[config.mk]
export PLATFORM = sky130hd
export DESIGN_NAME = msrv32_wb_mux_sel_unit
export DESIGN_NICKNAME = d
export VERILOG_FILES = /design/src/rtl/msrv32_wb_mux_sel_unit.sv
export SDC_FILE = /design/constraint.sdc
export NUM_CORES = 1
export LEC_CHECK = 0
export CAP_MARGIN = 20
export CORE_AREA = 5 5 124 126
export CTS_BUF_LIST = sky130_fd_sc_hd__clkbuf_2 sky130_fd_sc_hd__clkbuf_4 sky130_fd_sc_hd__clkbuf_8
export DETAILED_ROUTE_END_ITERATION = 10
export DIE_AREA = 0 0 129 131
export PLACE_DENSITY = 0.68
export RECOVER_POWER = 25
export SKIP_CTS_REPAIR_TIMING = 1
export SLEW_MARGIN = 20
export SYNTH_ARGS = -nofsm -noshare
export SYNTH_HDL_FRONTEND = slang
export SYNTH_SLANG_ARGS = --single-unit
[constraint.sdc]
create_clock -name ms_riscv32_mp_clk_in -period 1.9 [get_ports ms_riscv32_mp_clk_in]
set_input_delay 0.475 -clock ms_riscv32_mp_clk_in [delete_from_list [all_inputs] [get_ports ms_riscv32_mp_clk_in]]
set_output_delay 0.475 -clock ms_riscv32_mp_clk_in [all_outputs]
set_load 0.01 [all_outputs]
[src/rtl/msrv32_wb_mux_sel_unit.sv]
// ----------------------------------------------------------------------------
// msrv32_wb_mux_sel_unit
// Write-back source selector and ALU second-operand selector for the msrv32
// core. Both selectors are combinational. A one-cycle registered copy of the
// write-back data and its illegal-select flag is also provided.
//
// Ports:
//   ms_riscv32_mp_clk_in    in   1     clock, registered outputs on rising edge
//   ms_riscv32_mp_rst_n_in  in   1     asynchronous active-low reset
//   wb_mux_sel_reg_in       in   3     write-back source select
//   alu_result_in           in   XLEN  ALU result
//   lu_output_in            in   XLEN  load-unit output
//   imm_reg_in              in   XLEN  registered immediate
//   iadder_out_reg_in       in   XLEN  registered immediate-adder result
//   csr_data_in             in   XLEN  CSR read data
//   pc_plus_4_reg_in        in   XLEN  registered PC+4
//   rs2_reg_in              in   XLEN  registered rs2 operand
//   alu_source_reg_in       in   1     ALU 2nd operand select (0 imm, 1 rs2)
//   wb_mux_out              out  XLEN  combinational write-back data
//   alu_2nd_src_mux_out     out  XLEN  combinational ALU 2nd operand
//   wb_sel_illegal_out      out  1     combinational unused-select flag
//   wb_mux_out_q            out  XLEN  wb_mux_out delayed one cycle
//   wb_sel_illegal_q        out  1     wb_sel_illegal_out delayed one cycle
// ----------------------------------------------------------------------------
module msrv32_wb_mux_sel_unit #(
    parameter int unsigned XLEN = 32
) (
    input  logic            ms_riscv32_mp_clk_in,
    input  logic            ms_riscv32_mp_rst_n_in,
    input  logic [2:0]      wb_mux_sel_reg_in,
    input  logic [XLEN-1:0] alu_result_in,
    input  logic [XLEN-1:0] lu_output_in,
    input  logic [XLEN-1:0] imm_reg_in,
    input  logic [XLEN-1:0] iadder_out_reg_in,
    input  logic [XLEN-1:0] csr_data_in,
    input  logic [XLEN-1:0] pc_plus_4_reg_in,
    input  logic [XLEN-1:0] rs2_reg_in,
    input  logic            alu_source_reg_in,
    output logic [XLEN-1:0] wb_mux_out,
    output logic [XLEN-1:0] alu_2nd_src_mux_out,
    output logic            wb_sel_illegal_out,
    output logic [XLEN-1:0] wb_mux_out_q,
    output logic            wb_sel_illegal_q
);

    localparam logic [2:0] SEL_ALU    = 3'b000;
    localparam logic [2:0] SEL_LU     = 3'b001;
    localparam logic [2:0] SEL_IMM    = 3'b010;
    localparam logic [2:0] SEL_IADDER = 3'b011;
    localparam logic [2:0] SEL_CSR    = 3'b100;
    localparam logic [2:0] SEL_PC4    = 3'b101;

    logic [XLEN-1:0] wb_mux_d;
    logic            wb_sel_illegal_d;

    // Write-back source select; unused or unknown codes fall to the default
    // branch and produce zero data with the illegal flag set.
    always_comb begin
        wb_mux_d         = '0;
        wb_sel_illegal_d = 1'b0;
        case (wb_mux_sel_reg_in)
            SEL_ALU:    wb_mux_d = alu_result_in;
            SEL_LU:     wb_mux_d = lu_output_in;
            SEL_IMM:    wb_mux_d = imm_reg_in;
            SEL_IADDER: wb_mux_d = iadder_out_reg_in;
            SEL_CSR:    wb_mux_d = csr_data_in;
            SEL_PC4:    wb_mux_d = pc_plus_4_reg_in;
            default: begin
                wb_mux_d         = '0;
                wb_sel_illegal_d = 1'b1;
            end
        endcase
    end

    assign wb_mux_out         = wb_mux_d;
    assign wb_sel_illegal_out = wb_sel_illegal_d;

    // ALU second operand: immediate or rs2.
    assign alu_2nd_src_mux_out = alu_source_reg_in ? rs2_reg_in : imm_reg_in;

    // One-cycle registered copy of the write-back result.
    always_ff @(posedge ms_riscv32_mp_clk_in or negedge ms_riscv32_mp_rst_n_in) begin
        if (!ms_riscv32_mp_rst_n_in) begin
            wb_mux_out_q     <= '0;
            wb_sel_illegal_q <= 1'b0;
        end else begin
            wb_mux_out_q     <= wb_mux_d;
            wb_sel_illegal_q <= wb_sel_illegal_d;
        end
    end

endmodule

# == Yosys cells after proc, flatten, opt, wreduce, memory -nomap -nowiden ==
# Cells that the tools add are included.
# op_classes
add_sub_neg,0
multipliers,0
div,0
order_cmp,0
eq_ne,5
shift,0
n_mux,3
bitwise_logic,0
reduce_logical,2
# ops
operator,count
32-bit case mux with 6 select lines,1
32-bit 2-to-1 mux,1
3-bit by 2-bit equality test with 1-bit output (second input constant),2
3-bit equality test (second input constant),2
6-bit OR reduction,1
3-bit by 1-bit equality test with 1-bit output (second input constant),1
3-bit logical NOT,1
1-bit 2-to-1 mux,1
# word_totals
ff_bits,33
latch_bits,0
mem_bits_rw,0
rom_bits,0
input_bits,230
output_inout_bits,98
elab_cells,12
memories,0

# == Depth between registers and ports, before layout ==
# Gate-level depths: netlist (run 1).
# depth
ltp_word,3
depth_mapped,6
depth_no_buf,3

# == Least setup slack after synthesis (run 1) ==
# OpenSTA, ideal clock, no wires.
# synth_path
path_type,in2out
startpoint,input port wb_mux_sel_reg_in[2]
endpoint,output port wb_mux_out[20]
arrival_time_ns,1.374
required_time_ns,1.425
path_slack_ns,0.051
cell_stages,5
n_path_buf,2
cell_sequence,buf_6 buf_4 nor2_2 a22oi_1 o21ai_0
# synth_via
elab_chain_cells,2
elab_cells_between_ends,7
classes_between,eq/ne: 5; mux: 1; reduce/logical: 1
# synth_rtl
item,line,rtl
"start, declared",30,"input logic [2:0] wb_mux_sel_reg_in,"
3-bit equality test (tied with other cells),61,case (wb_mux_sel_reg_in)
32-bit case mux with 6 select lines (*),61,
"end, declared",39,"output logic [XLEN-1:0] wb_mux_out,"
# Mark *: on every way between the ends. The rest lies on a longest branch, timed or not.

# == Worst setup path in the final report (run 1) ==
# layout_path
startpoint,input port wb_mux_sel_reg_in[2]
endpoint,output port wb_mux_out[9]
# Same word-level chain as after synthesis.

==> results.json, run 1 <==
{
  "place_congestion": 0.858,
  "area_growth_pct": 164,
  "finalCritPeriodShare_pct": 113,
  "fill_cells": 1214,
  "swShare_pct": 30.6,
  "numCtsBuffers": 5,
  "dp_cells": 823,
  "register_area_um2": 826,
  "dpl.hpwl_mm": 13.5,
  "firstDrtPassIters": 4,
  "path_clk_slew_ps": 70,
  "port-buffer-count": 327,
  "cts_root_buffer": "clkbuf_8",
  "multi_input_area_mm2": 0.00234,
  "finalWirelength_mm": 17.8,
  "worstPathMaxFanout": 5,
  "cellInternalPower_w": 0.00221,
  "layout_min_cycle_time_ps": 2140,
  "overflow": 0,
  "htreeDepth": 2,
  "grt_max_degree": 34,
  "die_w_um": 129,
  "first_iter_violations": 95,
  "die_y_um": 131,
  "wl_per_cell_um": 20.4,
  "grt_pass1_vias": 4184,
  "syn_inst": 290,
  "pin_count": 328,
  "core_mm2": 0.0142,
  "cp-end-kind": "output pin",
  "final_layout_size_suffix_gt1_share_pct": 39.9,
  "hold_violations": 0,
  "rsz0062_at_grt": "true",
  "grt_pass1_wl_mm": 22.4,
  "drv_cap": 0,
  "fmax_mhz": 467,
  "final_nets": 917,
  "p_clk_share_pct": 18.8,
  "combinationalPowerShare_pct": 56.3,
  "die_area_mm2": 0.0169,
  "p_leak_nw": 4.01,
  "postRouteAntennaNets": 0,
  "postSynthAreaPerCell_um2": 10.4,
  "stdcell_count": 872,
  "netlist_area_mm2": 0.00300,
  "seq_power_share_pct": 24.9,
  "worst_pin_slew_ps": 956,
  "rows": 44,
  "synth_seq_cells": 33,
  "tns_ps": -5180,
  "worst_setup_path_start_kind": "input port",
  "relSlewSlack_pct": 36.3,
  "hold-worst-slack_ps": 404,
  "min_path_type": "input port to asynchronous set/reset pin",
  "critPathKind": "input port to output pin",
  "via_count": 4072,
  "powerDensity_mw_per_mm2": 402,
  "viasPerCell": 4.67,
  "yosysUniqueCellTypes": 32,
  "synth_warnings": 0,
  "cts_buffer_depth": 2,
  "status": "finished with violations",
  "crit_required_ps": 1420,
  "cp.arrival_ps": 1670,
  "clkSinkCount": 33,
  "ys_seq_area_share_pct": 27.5,
  "cts_tree": "yes",
  "final.setup.worst_slack_ps": -241,
  "violations": "setup timing",
  "syn-num-nets": 520,
  "p_switching_w": 0.000973,
  "setup_viol": 31,
  "ir_drop_v": 0.000209,
  "slew_viol_final": 0,
  "start_util_pct": 21.1,
  "drc_errors": 0,
  "gr-usage-all-layers_pct": 17.2,
  "antenna_found_initial": 1
}
## cell usage after synthesis
cell	count	area share [%]
mux2_2	69	26
nand2b_1	1	0.21
and3_4	1	0.37
mux2_1	2	0.75
dfrtp_1	33	27
nor3b_2	1	0.42
o221ai_1	6	1.7
a221oi_2	6	3.0
buf_4	3	0.75
and3b_1	8	2.3
and2_1	1	0.21
clkbuf_1	8	1.0
and3_1	3	0.63
a22oi_1	15	3.8
a221oi_1	4	1.2
a31oi_1	10	2.1
nor2b_1	1	0.21
or3_1	3	0.63
nand3_1	3	0.50
mux2_4	6	3.0
a21oi_1	10	1.7
nand2_1	21	2.6
and2b_1	1	0.25
a221o_1	5	1.7
nand3b_1	5	1.3
mux2i_1	22	7.3
nor2_2	1	0.21
buf_6	11	4.1
o21ai_0	16	2.7
buf_2	8	1.3
nor2_1	5	0.63
inv_2	1	0.12
## placed cells by master, fill, tap and decap left out, types with 2 or more instances in the layout
master           netlist  routed
mux2_2                69      51
and3b_1                8       6
a21oi_4                0       4
clkbuf_2               0       9
a31oi_1               10       5
a31oi_2                0       5
mux2_1                 2       2
nand2_1               21      20
dfrtp_1               33      33
o221ai_2               0       5
a221oi_4               0       2
a221oi_2               6       8
a21oi_2                0       5
nand3b_1               5       5
clkbuf_8               0       6
o21ai_1                0      11
o21ai_2                0       5
dlymetal6s2s_1         0      84
and3_1                 3       3
clkbuf_16              0       7
nor2_1                 5       5
a221o_1                5       5
mux2_4                 6      24
buf_2                  8      25
buf_4                  3      53
buf_12                 0      16
buf_6                 11      21
a22oi_2                0      11
mux2i_1               22      21
a22oi_1               15       4
and3b_2                0       2
clkdlybuf4s50_1        0     204
or3_1                  3       2
## cell type report
| class | instances | area share (%) |
|---|---|---|
| inverter | 1 | 0.0474 |
| multi-input combinational | 226 | 29.6 |
| antenna | 1 | 0.0316 |
| sequential | 33 | 10.4 |
| clock buffer | 7 | 1.14 |
| timing repair buffer | 420 | 55.8 |
| tap | 184 | 2.91 |
## path summary, 6_finish.rpt
path                               depth (start not counted)               end              startpoint  slack (ps)
setup / recovery                                           9     wb_mux_out[9]    wb_mux_sel_reg_in[2]        -240
hold / removal                                             2  wb_mux_out_q[12]  ms_riscv32_mp_rst_n_in         400
max in group asynchronous                                  2  wb_mux_out_q[23]  ms_riscv32_mp_rst_n_in         900
min in group ms_riscv32_mp_clk_in                          4   wb_mux_out_q[3]          csr_data_in[3]         550
## layer usage
metal / GRT usage (%) / vias to the layer above / routed length [µm]
li1: - / 1912 / -
met2: 32.8 / 211 / 9500
met3: 4.23 / 33 / 1300
met5: 0 / - / 0
met4: 5.87 / 0 / 527
met1: 18.3 / 1916 / 6500
## state kept, by name, summed over array words and instances (netlist names)
signal,flops
wb_mux_out_q,32
wb_sel_illegal_q,1
## critical path, cell delays in order
cell and delay [ps]:
buf_12 120, clkbuf_16 150, buf_12 120, nor2_4 180, buf_6 140, buf_6 90
a22oi_2 70, o21ai_1 150, buf_2 160
## logic make-up (layout without fill, tap and decap cells)
kind of cell / count (synthesis) / count (layout) / synth area share [%]
other cells: 0 / 1 / 0
compound gates: 72 / 72 / 17.8
simple gates: 55 / 55 / 10.5
flops: 33 / 33 / 27.5
mux: 99 / 99 / 37.0
buf+inv: 31 / 428 / 7.33
## stage by stage
| step | worst slack [ps] | cell area (µm²) | util, % | power, W |
|---|---|---|---|---|
| after floorplan | 50.6 | 3000 | - | 0.00133 |
| after global placement | -1030 | 6800 | 47.9 | 0.00240 |
| after detailed placement | -1100 | 6800 | 47.9 | 0.00242 |
| after CTS | -1110 | 6890 | 48.5 | 0.00304 |
| after global routing | -291 | 7920 | 55.7 | 0.00335 |
| final | -241 | 7920 | 55.7 | 0.00318 |
## power by group through the flow
stage | Combinational, W | Clock (W) | Sequential, W
floorplan | 0.000489 | 0 | 0.000843
global placement | 0.00160 | 0 | 0.000804
detailed placement | 0.00162 | 0 | 0.000805
CTS | 0.00162 | 0.000628 | 0.000792
global route | 0.00190 | 0.000655 | 0.000798
finish | 0.00179 | 0.000597 | 0.000791
No activity file was read; power rests on OpenSTA's default activity.
==> run 2, diff against run 1 <==
--- a/config.mk
+++ b/config.mk
@@ -13,7 +13,6 @@
 export PLACE_DENSITY = 0.68
 export RECOVER_POWER = 25
 export SKIP_CTS_REPAIR_TIMING = 1
-export SLEW_MARGIN = 20
 export SYNTH_ARGS = -nofsm -noshare
 export SYNTH_HDL_FRONTEND = slang
 export SYNTH_SLANG_ARGS = --single-unit
==> results of run 2 <==
The final DEF is identical to that of run 1; final timing and power are the same.
